<file path="config.mk">
export PLATFORM = sky130hd
export DESIGN_NAME = fport_frame_decoder
export DESIGN_NICKNAME = d
export VERILOG_FILES = /design/src/rtl/fport_pkg.sv /design/src/rtl/fport_crc_acc.sv /design/src/rtl/fport_frame_decoder.sv
export SDC_FILE = /design/constraint.sdc
export NUM_CORES = 1
export LEC_CHECK = 0
export BUFFER_PORTS_ARGS = -buffer_cell sky130_fd_sc_hd__buf_2
export CAP_MARGIN = 0
export CELL_PAD_IN_SITES_DETAIL_PLACEMENT = 0
export CELL_PAD_IN_SITES_GLOBAL_PLACEMENT = 1
export CORE_AREA = 5 5 204 206
export CTS_CLUSTER_SIZE = 12
export DETAILED_ROUTE_END_ITERATION = 10
export DIE_AREA = 0 0 209 211
export PLACE_DENSITY = 0.89
export SLEW_MARGIN = 15
export SYNTH_ARGS = -nofsm -noshare
export SYNTH_HDL_FRONTEND = slang
export SYNTH_HIERARCHICAL = 1
export SYNTH_SLANG_ARGS = --single-unit
</file>
<file path="constraint.sdc">
create_clock -name clock -period 15.1 [get_ports clock]
set_clock_uncertainty 0.2 [all_clocks]
set_input_delay 0.755 -clock clock [delete_from_list [all_inputs] [get_ports clock]]
set_output_delay 0.755 -clock clock [all_outputs]
set_load 0.01 [all_outputs]
</file>
<file path="src/rtl/fport_pkg.sv">
// fport_pkg: shared constants and state encoding for the FPort frame decoder
package fport_pkg;
  localparam logic [7:0] DELIM = 8'h7E;
  localparam logic [7:0] ESC = 8'h7D;
  localparam logic [7:0] ESC_XOR = 8'h20;
  localparam logic [7:0] CONTROL_LEN = 8'h19;
  localparam logic [7:0] CONTROL_TYPE = 8'h00;
  localparam int PAYLOAD_BYTES = 22;
  localparam int BODY_BYTES = PAYLOAD_BYTES + 2;
  localparam int PAYLOAD_W = BODY_BYTES * 8;
  localparam int FAILSAFE_BIT = 3;
  typedef enum logic [2:0] {
    ST_HUNT,
    ST_LEN,
    ST_TYPE,
    ST_BODY,
    ST_CRC,
    ST_END,
    ST_SKIP
  } state_t;
endpackage

</file>
<file path="src/rtl/fport_crc_acc.sv">
// fport_crc_acc: 8-bit end-around-carry sum over the frame bytes
module fport_crc_acc (
  input  logic       clock,
  input  logic       reset,
  input  logic       clear,
  input  logic       add,
  input  logic [7:0] data,
  output logic [7:0] sum
);
  logic [7:0] base;
  logic [8:0] raw;
  // clear and add together start a fresh sum with this byte
  always_comb begin
    base = clear ? 8'h00 : sum;
    raw = {1'b0, base} + {1'b0, data};
  end
  // fold the carry out of bit 7 back into the sum
  always_ff @(posedge clock or posedge reset)
    if (reset) sum <= '0;
    else if (add) sum <= raw[7:0] + {7'b0, raw[8]};
    else if (clear) sum <= '0;
endmodule

</file>
<file path="src/rtl/fport_frame_decoder.sv">
// fport_frame_decoder: unstuffs, checks and unpacks FPort control frames, owns RC failsafe
module fport_frame_decoder
  import fport_pkg::*;
#(
  parameter int NUM_CHANNELS = 16,
  parameter int CHANNEL_BITS = 11,
  parameter int GAP_TIMEOUT = 2000,
  parameter int LINK_TIMEOUT = 1_000_000
) (
  input  logic                                 clock,
  input  logic                                 reset,
  input  logic                                 rxDataReady,
  input  logic [7:0]                           rxData,
  output logic [NUM_CHANNELS*CHANNEL_BITS-1:0] channels,
  output logic [7:0]                           flags,
  output logic [7:0]                           rssi,
  output logic                                 frameValid,
  output logic                                 frameError,
  output logic                                 failsafe
);
  localparam int GW = $clog2(GAP_TIMEOUT + 1);
  localparam int LW = $clog2(LINK_TIMEOUT + 1);
  localparam logic [GW-1:0] GAP_LAST = GW'(GAP_TIMEOUT - 1);
  localparam logic [LW-1:0] LINK_MAX = LW'(LINK_TIMEOUT);
  localparam logic [4:0] BODY_LAST = 5'(BODY_BYTES - 1);
  state_t state;
  logic esc;
  logic [4:0] body_cnt;
  logic [8:0] remaining;
  logic [GW-1:0] gap;
  logic [LW-1:0] link_cnt;
  logic [PAYLOAD_W-1:0] payload;
  logic is_delim, is_esc, is_data, running, gap_expired, crc_clear, crc_add;
  logic [7:0] d, sum;
  // classify the incoming byte; escapes are only honoured inside a frame, and END wants a raw delimiter
  always_comb begin
    is_delim = rxDataReady && rxData == DELIM;
    is_esc = rxDataReady && rxData == ESC && !esc && state != ST_HUNT && state != ST_END;
    is_data = rxDataReady && !is_delim && !is_esc;
    d = esc ? rxData ^ ESC_XOR : rxData;
    running = state inside {ST_TYPE, ST_BODY, ST_CRC, ST_END, ST_SKIP};
    gap_expired = !rxDataReady && running && gap == GAP_LAST;
    crc_clear = is_data && state == ST_LEN;
    crc_add = is_data && state inside {ST_LEN, ST_TYPE, ST_BODY};
  end
  fport_crc_acc u_crc (
    .clock(clock),
    .reset(reset),
    .clear(crc_clear),
    .add(crc_add),
    .data(d),
    .sum(sum)
  );
  assign failsafe = link_cnt == LINK_MAX || flags[FAILSAFE_BIT];
  // frame state machine with registered outputs, gap watchdog and link counter
  always_ff @(posedge clock or posedge reset) begin
    if (reset) begin
      state <= ST_HUNT;
      esc <= 1'b0;
      body_cnt <= '0;
      remaining <= '0;
      gap <= '0;
      link_cnt <= LINK_MAX;
      payload <= '0;
      channels <= '0;
      flags <= '0;
      rssi <= '0;
      frameValid <= 1'b0;
      frameError <= 1'b0;
    end else begin
      frameValid <= 1'b0;
      frameError <= 1'b0;
      link_cnt <= link_cnt == LINK_MAX ? link_cnt : link_cnt + LW'(1);
      gap <= rxDataReady || !running || gap_expired ? '0 : gap + GW'(1);
      if (is_esc) esc <= 1'b1;
      else if (is_delim) begin
        esc <= 1'b0;
        state <= ST_LEN;
        if (!esc && state == ST_END) begin
          channels <= payload[NUM_CHANNELS*CHANNEL_BITS-1:0];
          flags <= payload[PAYLOAD_BYTES*8 +: 8];
          rssi <= payload[(PAYLOAD_BYTES+1)*8 +: 8];
          frameValid <= 1'b1;
          link_cnt <= '0;
        end else frameError <= esc || state inside {ST_TYPE, ST_BODY, ST_CRC};
      end else if (is_data) begin
        esc <= 1'b0;
        case (state)
          ST_LEN: begin
            state <= d == CONTROL_LEN ? ST_TYPE : ST_SKIP;
            remaining <= {1'b0, d} + 9'd1;
          end
          ST_TYPE: begin
            state <= d == CONTROL_TYPE ? ST_BODY : ST_SKIP;
            remaining <= 9'(CONTROL_LEN);
            body_cnt <= '0;
          end
          ST_BODY: begin
            payload <= {d, payload[PAYLOAD_W-1:8]};
            body_cnt <= body_cnt + 5'd1;
            state <= body_cnt == BODY_LAST ? ST_CRC : ST_BODY;
          end
          ST_CRC: begin
            state <= d == ~sum ? ST_END : ST_HUNT;
            frameError <= d != ~sum;
          end
          ST_END: begin
            state <= ST_HUNT;
            frameError <= 1'b1;
          end
          ST_SKIP: begin
            remaining <= remaining - 9'd1;
            state <= remaining == 9'd1 ? ST_HUNT : ST_SKIP;
          end
          default: state <= state;
        endcase
      end else if (gap_expired) begin
        esc <= 1'b0;
        state <= ST_HUNT;
        frameError <= state != ST_SKIP;
      end
    end
  end
endmodule

</file>
# --- Word level (Yosys, flattened, before mapping) ---
# Index checks and enable logic that the tools add are counted.
# W data, S select, Z words.
totals:
  regBits: 443
  out_inout_bits: 195
classes:
  add_sub_neg: 7
  eq_ne: 18
  mux: 32
  n_bitwise: 4
  reduce_logical: 35
op_table:
  columns: ["operator", "count"]
  rows:
  - ["$mux W20", 4]
  - ["$pmux W9 S3", 1]
  - ["$mux W3", 8]
  - ["$add A20 B1 Y20 const B", 1]
  - ["$eq A20 B20 Y1 const B", 1]
  - ["$pmux W3 S6", 1]
  - ["$eq A8 B7 Y1 const B", 2]
  - ["$mux W8", 2]
  - ["$reduce_bool A3 Y1", 5]
  - ["$logic_and A1 B1 Y1", 12]
  - ["$mux W1", 12]
  - ["$reduce_and A4 Y1", 3]
  - ["$add A11 B1 Y11 const B", 1]
  - ["$eq A11 B11 Y1 const B", 1]
  - ["$mux W11", 1]
  - ["$pmux W5 S2", 1]
  - ["$add A8 B1 Y9 const B", 1]
  - ["$add A8 B8 Y9", 1]
  - ["$eq A3 B3 Y1 const B", 3]
  - ["$eq A9 B1 Y1 const B", 1]
  - ["$sub A9 B1 Y9 const B", 1]
  - ["$add A8 B1 Y8", 1]
  - ["$eq A8 B5 Y1 const B", 1]
  - ["$eq A8 B8 Y1", 1]
  - ["other kinds (18)", 30]

# --- Logic depth before layout (Yosys ltp) ---
# Gate-level depths: netlist (run 1).
logic_depth:
  ltp_word: 12
  mapped_depth: 20

# --- By module ---
# Netlist (run 1), hierarchy kept.
by_module_without_submodules:
  columns: ["module", "instances", "cells_each", "area_per_inst_um2", "seq_area_each_um2"]
  rows:
  - ["fport_frame_decoder", 1, 1169, 18191.2, 10894.2]
  - ["fport_crc_acc", 1, 92, 825.8, 200.2]

# --- Worst setup path before layout (run 1) ---
# OpenSTA, ideal clock, no wires.
synth_path:
  kind: "input port to flip-flop"
  start: "input rxData[3]"
  end: "register u_crc.sum[6]"
  arrival_ns: 4.503
  t_required_ns: 14.775
  path_slack_ns: 10.272
  stages: 19
  n_path_buf: 3
  path_cell_list: "buf_2 and3_1 buf_4 a21oi_2 a21oi_4 clkbuf_1 nor4_1 nor2b_1 ha_1 fa_1 a211oi_1 o21bai_1 a21oi_1 o21bai_1 ha_1 and3_1 nand4_2 xor2_1 mux2_4"
synth_between:
  elab_chain_len: 12
  elab_cells_between_ends: 18
synth_rtl:
  columns: ["item", "line_no", "source"]
  rows:
  - ["start: declaration", "fport_frame_decoder.sv:13", "input logic [7:0] rxData,"]
  - ["$eq A8 B7 Y1", "fport_frame_decoder.sv:38", "is_esc = rxDataReady && rxData == ESC && !esc && state != ST_HUNT && state != ST_END;"]
  - ["$logic_and A1 B1 Y1 (4 in a row)", "fport_frame_decoder.sv:38", null]
  - ["$logic_not A1 Y1", "fport_frame_decoder.sv:39", "is_data = rxDataReady && !is_delim && !is_esc;"]
  - ["$logic_and A1 B1 Y1 *", "fport_frame_decoder.sv:39", null]
  - ["$logic_and A1 B1 Y1 *", "fport_frame_decoder.sv:43", "crc_clear = is_data && state == ST_LEN;"]
  - ["named net crc_clear", "fport_frame_decoder.sv:33", "logic is_delim, is_esc, is_data, running, gap_expired, crc_clear, crc_add;"]
  - ["$mux W8 *", null, null]
  - ["$add A8 B8 Y9", "fport_crc_acc.sv:15", "raw = {1'b0, base} + {1'b0, data};"]
  - ["$add A8 B1 Y8", "fport_crc_acc.sv:20", "else if (add) sum <= raw[7:0] + {7'b0, raw[8]};"]
  - ["$mux W8 *", "fport_crc_acc.sv:20", null]
  - ["end signal: assignment", "fport_crc_acc.sv:20", null]
  - ["end: declaration", "fport_crc_acc.sv:8", "output logic [7:0] sum"]
# Mark *: on every way through the listed nets, which the timed path passes. The rest lies on a longest branch.
# A chain may end at the register's enable or synchronous reset.

# --- Worst setup path after layout (run 1) ---
layout_path:
  start: "register state[0]"
  end: "register u_crc.sum[6]"
layout_between:
  elab_chain_len: 10
  elab_cells_between_ends: 16
layout_rtl:
  columns: ["item", "line_no", "source"]
  rows:
  - ["start: declaration", "fport_frame_decoder.sv:26", "state_t state;"]
  - ["start signal: assignment", "fport_frame_decoder.sv:90", "state <= d == CONTROL_LEN ? ST_TYPE : ST_SKIP;"]
  - ["start signal: assignment", "fport_frame_decoder.sv:94", "state <= d == CONTROL_TYPE ? ST_BODY : ST_SKIP;"]
  - ["start signal: assignment", "fport_frame_decoder.sv:101", "state <= body_cnt == BODY_LAST ? ST_CRC : ST_BODY;"]
  - ["$reduce_bool A3 Y1", "fport_frame_decoder.sv:38", null]
  - ["$logic_and A1 B1 Y1 (2 in a row)", "fport_frame_decoder.sv:38", null]
  - ["$logic_not A1 Y1", "fport_frame_decoder.sv:39", null]
  - ["$logic_and A1 B1 Y1", "fport_frame_decoder.sv:39", null]
  - ["$logic_and A1 B1 Y1 *", "fport_frame_decoder.sv:43", null]
  - ["named net crc_clear", "fport_frame_decoder.sv:33", null]
  - ["$mux W8 *", null, null]
  - ["$add A8 B8 Y9", "fport_crc_acc.sv:15", null]
  - ["$add A8 B1 Y8", "fport_crc_acc.sv:20", null]
  - ["$mux W8 *", "fport_crc_acc.sv:20", null]
# Marked as above.

==> metrics.cfg, run 1 <==
[outcome]
status=finished, final reports clean

[power]
p_comb_share_pct=16.1
clkPwrFrac_pct=37.0
peakVddDrop_v=0.00009121
p_int_mw=2.139
seqPwrFrac_pct=46.9
power_density_nw_per_um2=136.2
leakage_nw=11.06
power_switching_mw=0.8178
switching_share_pct=27.66

[routing]
dr.pass1.iters=5
vias=10760
drc=0
ant_nets=0
viasPerCell=5.318
drt_iter0_markers=559
routed_wirelength_mm=38.34
routedWlPerCell_um=18.95

[placement]
port_buffers=205
dp_hpwl_mm=25.27
dp_slack_ns=10.24
gp_congestion=0.8146

[setup_path]
reg2reg_depth=17
critical_path_required_ns=15.35
crit_chain=xor2_1, o21ai_1, a21oi_4, nor4_1, buf_4, nor2b_1, ha_1, fa_1, a211oi_1, o21bai_1, a21oi_1, o21bai_1, ha_1, and3_1, nand4_2, xor2_1, mux2_4
worst-setup-path-type=register to register
worst_setup_path_end_kind=register
startpoint_type=register
reg2reg_to=u_crc/sum[6]
r2r_start=state[0]
cp_slowest_cell=dfrtp_1
cp.arrival_ns=4.72
critPathMaxFanout=17
rrSetupSlack_ns=10.63
worst_path_largest_cell_delay_ns=0.58

[grt]
use_met1_pct=23.61
grt_antenna_before_repair=0
grt_util_met3_pct=3.862
track_usage_pct=17.23
grt_overflow_total=0
busiest_layer=met2
grt.met2_usage_pct=27.35
first_global_vias=11250
grt_start_max_net_pins=167
grt_pass1_wl_mm=62.48

[sta]
timing.final.ws_setup_ns=10.63
timing.fmax_ghz=0.2235
fin_setup_tns_ns=0
hold_viol=0
post-route-period-util_pct=29.63
setup_violations=0
max-slew-margin-rel_pct=12.15
tightest_slew_ns=1.318
rsz0062_at_grt=no
slew_violations=0
period_needed_ns=4.474

[cts]
clkTransAtPathRegs_ns=0.06
clock_sink_count=443
cts_root_buf=clkbuf_16
cts_tree=done
cts.repair.resized=0
ctsHoldBuffers=1
cts_buffer_depth=3
clk_latency_ns=0.56
cts_buffers=47
htreeDepth=2
post_cts_buffers=0

[floorplan]
dieWidth_um=209
fp-row-count=73
die_height_um=211
core-area_um2=39460
die-area_um2=44100
initial_core_util_pct=48.20
ios=206

[synth]
ys_seq_area_share_pct=58.34
yosysMostFrequentCell=dfrtp_1
synth_top_area_share_pct=57.37
synth_top_flop_cell=dfrtp_1
ys_top_cells_by_count=436 x dfrtp_1, 227 x mux2_2, 151 x mux2_4
async_flop_share_pct=100.0
synth_area_um2=19020
synth_top_cell_by_area=dfrtp_1
synth_area_leaders=dfrtp_1 57%, mux2_2 13%, mux2_4 12%
syn_inst=1261
syn-num-nets=1293
synth.avg_cell_area_um2=15.08
ys_seq_elements=443
synth_warnings=6
synth-edff-count=0
synth_cell_types=70

[hold_path]
hold_path_startpoint=gap[0]
min_path_type=register to register
hold_path_depth=1
hold_end=gap[0]

[final_layout]
nNetsFinal=1503
drive_gt1_share_pct=45.53
antenna_cells=0
area_delta_synth_final_pct=14.14

[run]
cap_violations=0

-- cells by family (layout without fill, tap and decap cells) --
logic type,count (synthesis),in the layout,share of synthesized area [%]
DFF,443,443,58.34
muxes,391,391,26.11
and+or+nand+nor,200,200,5.408
AOI/OAI and AO/OA,81,81,2.954
buffers and inverters,74,311,3.421
xor gates and xnor gates,51,51,2.349
adders and majority gates,21,21,1.421
-- cell type report --
class / instances / area (um^2)
Sequential cell: 443 / 11090
Multi-Input combinational cell: 744 / 7274
Timing Repair Buffer: 217 / 1151
Clock buffer: 64 / 1321
Inverter: 18 / 75.07
Fill cell: 3228 / 17750
Tap cell: 525 / 656.9
Clock inverter: 12 / 132.6
-- per-layer routing --
layer | routed length, um | share of wire, %
met3 | 2100 | 5.5
met5 | 0 | 0
met4 | 1131 | 2.9
met2 | 17980 | 47
met1 | 17130 | 45
-- worst max-delay path, delay by kind of cell, from the launching register on --
| family | cells | cell delay (ns) |
|---|---|---|
| AO/OA/AOI/OAI | 6 | 1.26 |
| buffers and inverters | 1 | 0.23 |
| adder cells (fa/ha/maj) | 3 | 0.86 |
| multiplexers | 1 | 0.25 |
| XOR/XNOR | 2 | 0.32 |
| flip-flops | 1 | 0.58 |
| AND/OR/NAND/NOR | 4 | 0.66 |
-- through the flow --
stage | area (um^2) | std cells | hold WS [ns] | util [%] | power (mW)
3_3_place_gp | 20210 | 1945 | 0.2697 | 51.23 | 1.872
6_report | 21710 | 2023 | 0.2889 | 55.01 | 2.957
4_1_cts | 21680 | 2022 | 0.2914 | 54.94 | 2.996
5_1_grt | 21710 | 2023 | 0.3102 | 55.01 | 3.117
2_1_floorplan | 19020 | 1261 | 0.2520 | - | 1.759
3_5_place_dp | 20210 | 1945 | 0.2837 | 51.23 | 1.883
-- sequential cells by signal (all words and copies together), names as in the netlist --
name / count
esc: 1
channels: 176
payload: 192
frameValid: 1
gap: 11
link_cnt: 20
body_cnt: 5
flags: 8
remaining: 9
state: 3
rssi: 8
u_crc/sum: 8
frameError: 1
-- how the worst max path moves through the flow --
stage                         start  depth (start not counted)           end  slack (ns)
final                      state[0]                         17  u_crc/sum[6]       10.63
after global routing          reset                          7   channels[4]       10.08
after CTS                     reset                          6   payload[39]       10.50
after detailed placement  rxData[1]                         20  u_crc/sum[6]       10.24
after global placement    rxData[1]                         20  u_crc/sum[6]       10.29
after floorplan               reset                          1   body_cnt[0]        2.04
-- placed cells by master (no fill, tap or decap), types with 3 or more instances in the layout --
master	count
dfrtp_1	436
mux2_2	227
buf_2	205
mux2_4	151
nor2_1	67
clkbuf_16	48
xnor2_1	32
nand3_1	24
nand2_1	23
ha_1	20
xor2_1	19
a21oi_1	18
inv_1	17
nor3_1	16
nor2b_1	12
and3_1	12
o31ai_1	12
o21ai_0	12
clkbuf_1	10
mux2_1	9
buf_4	9
nor4_1	8
nand4_1	8
dfstp_2	7
clkinv_2	6
clkbuf_8	6
mux2i_1	4
a31oi_1	4
a211oi_1	4
a21o_1	3
nand2b_1	3
a22oi_1	3
a32oi_1	3
and4_1	3
or3_1	3
or2_2	3
-- power by group through the flow --
stage / logic [mW] / clock network [mW] / registers [mW]
after detailed placement: 0.475 / 0 / 1.41
final: 0.475 / 1.09 / 1.39
after global routing: 0.534 / 1.18 / 1.40
after CTS: 0.477 / 1.13 / 1.39
after floorplan: 0.396 / 0 / 1.36
after global placement: 0.466 / 0 / 1.41
Note: power is estimated with default switching activity, not from simulation.
==> run 2: changes to the inputs <==
clock period = 4.3 ns   (was 15.1 ns; I/O delays follow)
==> metrics.cfg, run 2 (same netlist as run 1, synthesis figures left out) <==
[final_layout]
reg_top3=payload (192), channels (176), link_cnt (20)
antenna_cells=0  ; unchanged
layout_commonest_cell=dfrtp_1
drive_gt1_share_pct=45.81  ; +0.28 points
regMostFlops=payload
nNetsFinal=1527  ; +1.6%
largest_reg_flops=192  ; unchanged
area_delta_synth_final_pct=15.80
layout_common_cells=436 x dfrtp_1, 227 x mux2_2, 205 x buf_2, 151 x mux2_4, 67 x nor2_1

[cts]
clock_sink_count=443  ; unchanged
htreeDepth=2  ; unchanged
post_cts_buffers=0  ; unchanged
cts_root_buf=clkbuf_16
cts_tree=done
cts_buffers=47  ; unchanged
clkTransAtPathRegs_ns=0.06  ; about the same
clk_latency_ns=0.57  ; about the same
cts_buffer_depth=3  ; unchanged

[run]
cap_violations=0  ; unchanged

[setup_path]
worst_path_largest_cell_delay_ns=0.53  ; -0.05 ns
path_common_cell=ha_1
cp.arrival_ns=4.39  ; -0.33 ns
crit_chain=dlygate4sd3_1, buf_2, inv_1, ha_1, nor2b_1, o21ai_1, a21oi_4, nor4_4, nor2b_1, ha_1, fa_1, a211oi_1, o21bai_2, a21oi_1, o21bai_1, ha_1, and3_1, nand4_2, xor2_1, mux2_4
critPathMaxFanout=6  ; -11
startpoint_type=input port
worst-setup-path-type=input port to register
cp_slowest_cell=dlygate4sd3_1
critical_path_required_ns=4.56  ; -10.79 ns
worst_setup_path_end_kind=register
rrSetupSlack_ns=0.26  ; -10.37 ns
reg2reg_to=u_crc/sum[6]
r2r_start=state[0]
reg2reg_depth=16  ; -1

[power]
peakVddDrop_v=0.0002905  ; +220%
power_density_nw_per_um2=477.2  ; +250%
leakage_nw=11.19  ; +1.2%

[routing]
viasPerCell=5.296  ; -0.41%
dr.pass1.iters=5  ; unchanged
routedWlPerCell_um=19.18  ; +1.2%
drc=0  ; unchanged
ant_nets=0  ; unchanged
drt_iter0_markers=668  ; +19%
vias=10860  ; +0.97%
routed_wirelength_mm=39.34  ; +2.6%

[sta]
slew_violations=0  ; unchanged
tightest_slew_ns=0.8495  ; -0.4682 ns
timing.final.ws_setup_ns=0.1677  ; -10.46 ns
max-slew-margin-rel_pct=43.37  ; +31 points
hold_viol=0  ; unchanged
period_needed_ns=4.132
fin_setup_tns_ns=0  ; unchanged
timing.fmax_ghz=0.2420
post-route-period-util_pct=96.10
setup_violations=0  ; unchanged

[hold_path]
hold_end=esc
min_path_type=input port to register
hold_path_depth=5  ; +4
hold_path_startpoint=rxData[5]

[floorplan]
ios=206  ; unchanged
die_height_um=211  ; unchanged
dieWidth_um=209  ; unchanged
die-area_um2=44100  ; unchanged
fp-row-count=73  ; unchanged
initial_core_util_pct=48.20  ; unchanged
core-area_um2=39460  ; unchanged

[grt]
track_usage_pct=17.60  ; +0.37 points
grt_pass1_wl_mm=63.92  ; +2.3%
grt_overflow_total=0  ; unchanged
first_global_vias=11530  ; +2.5%
grt_antenna_before_repair=0  ; unchanged
grt_start_max_net_pins=124  ; -26%

[placement]
dp_slack_ns=0.1739  ; -10.07 ns
gp_congestion=0.8180  ; +0.42%
port_buffers=205  ; unchanged
dp_hpwl_mm=26.06  ; +3.1%

[outcome]
status=finished, final reports clean

run 2: changes by cell type in the layout (fill, tap and decap cells not counted), moves of 2 or more:
| cell | change |
|---|---|
| buf_12 | +7 |
| clkinv_2 | -2 |
| clkbuf_1 | +4 |
| dlygate4sd3_1 | +9 |
| buf_4 | +9 |
| clkinvlp_4 | +3 |
run 2: cell type report:
cell class,instances,area [um^2]
Clock inverter,12,158.9
Inverter,18,71.32
Sequential cell,443,11090
Timing Repair Buffer,241,1421
Fill cell,3192,17440
Tap cell,525,656.9
Multi-Input combinational cell,744,7293
Clock buffer,68,1325
run 2: stage by stage:
step	instances	util (%)	power (mW)	hold slack, ns	cell area, um^2
2_1_floorplan	1261	-	6.181	-0.1693	19030
3_3_place_gp	1961	51.76	6.601	0.02460	20420
3_5_place_dp	1961	51.76	6.657	0.03150	20420
4_1_cts	2051	55.78	10.64	0.06957	22010
5_1_grt	2051	55.81	11.03	0.1262	22020
6_report	2051	55.81	10.51	0.1156	22020
run 2: worst max-delay path by stage:
| stage | startpoint | to | slack [ns] | cells past startpoint |
|---|---|---|---|---|
| 2_1_floorplan | reset | body_cnt[0] | -1.98 | 1 |
| 3_3_place_gp | rxData[1] | u_crc/sum[6] | 0.24 | 19 |
| 3_5_place_dp | rxData[1] | u_crc/sum[6] | 0.17 | 19 |
| 4_1_cts | rxData[1] | u_crc/sum[6] | 0.21 | 20 |
| 5_1_grt | rxData[1] | u_crc/sum[7] | -0.02 | 21 |
| 6_report | rxData[1] | u_crc/sum[6] | 0.17 | 20 |
run 2: worst max-delay path, delay by kind of cell:
family	cells	cell delay, ns
AOI/OAI and AO/OA	6	1.07
adders and majority gates	4	1.10
buffers and inverters	3	0.79
muxes	1	0.25
xor gates and xnor gates	1	0.07
and+or+nand+nor	5	0.87
run 2: power by group:
part / internal [mW] / switching, mW / total, mW
clock network: 2.26 / 1.64 / 3.90
logic: 0.771 / 0.999 / 1.77
registers: 4.52 / 0.321 / 4.84
run 2: layer usage:
metal / vias to the layer above / wire, um / GRT usage (%)
li1: 4946 / - / -
met1: 5616 / 17510 / 23.97
met2: 238 / 18580 / 28.18
met3: 62 / 2069 / 3.847
met4: 0 / 1182 / 6.323
met5: - / 0 / 0
run 2: repair_timing:
action | CTS | global route
hold buffers | 10 | 0
gates resized for setup | 0 | 2
endpoints found under the setup margin | 0 | 4
hold endpoints to repair | 52 | 0
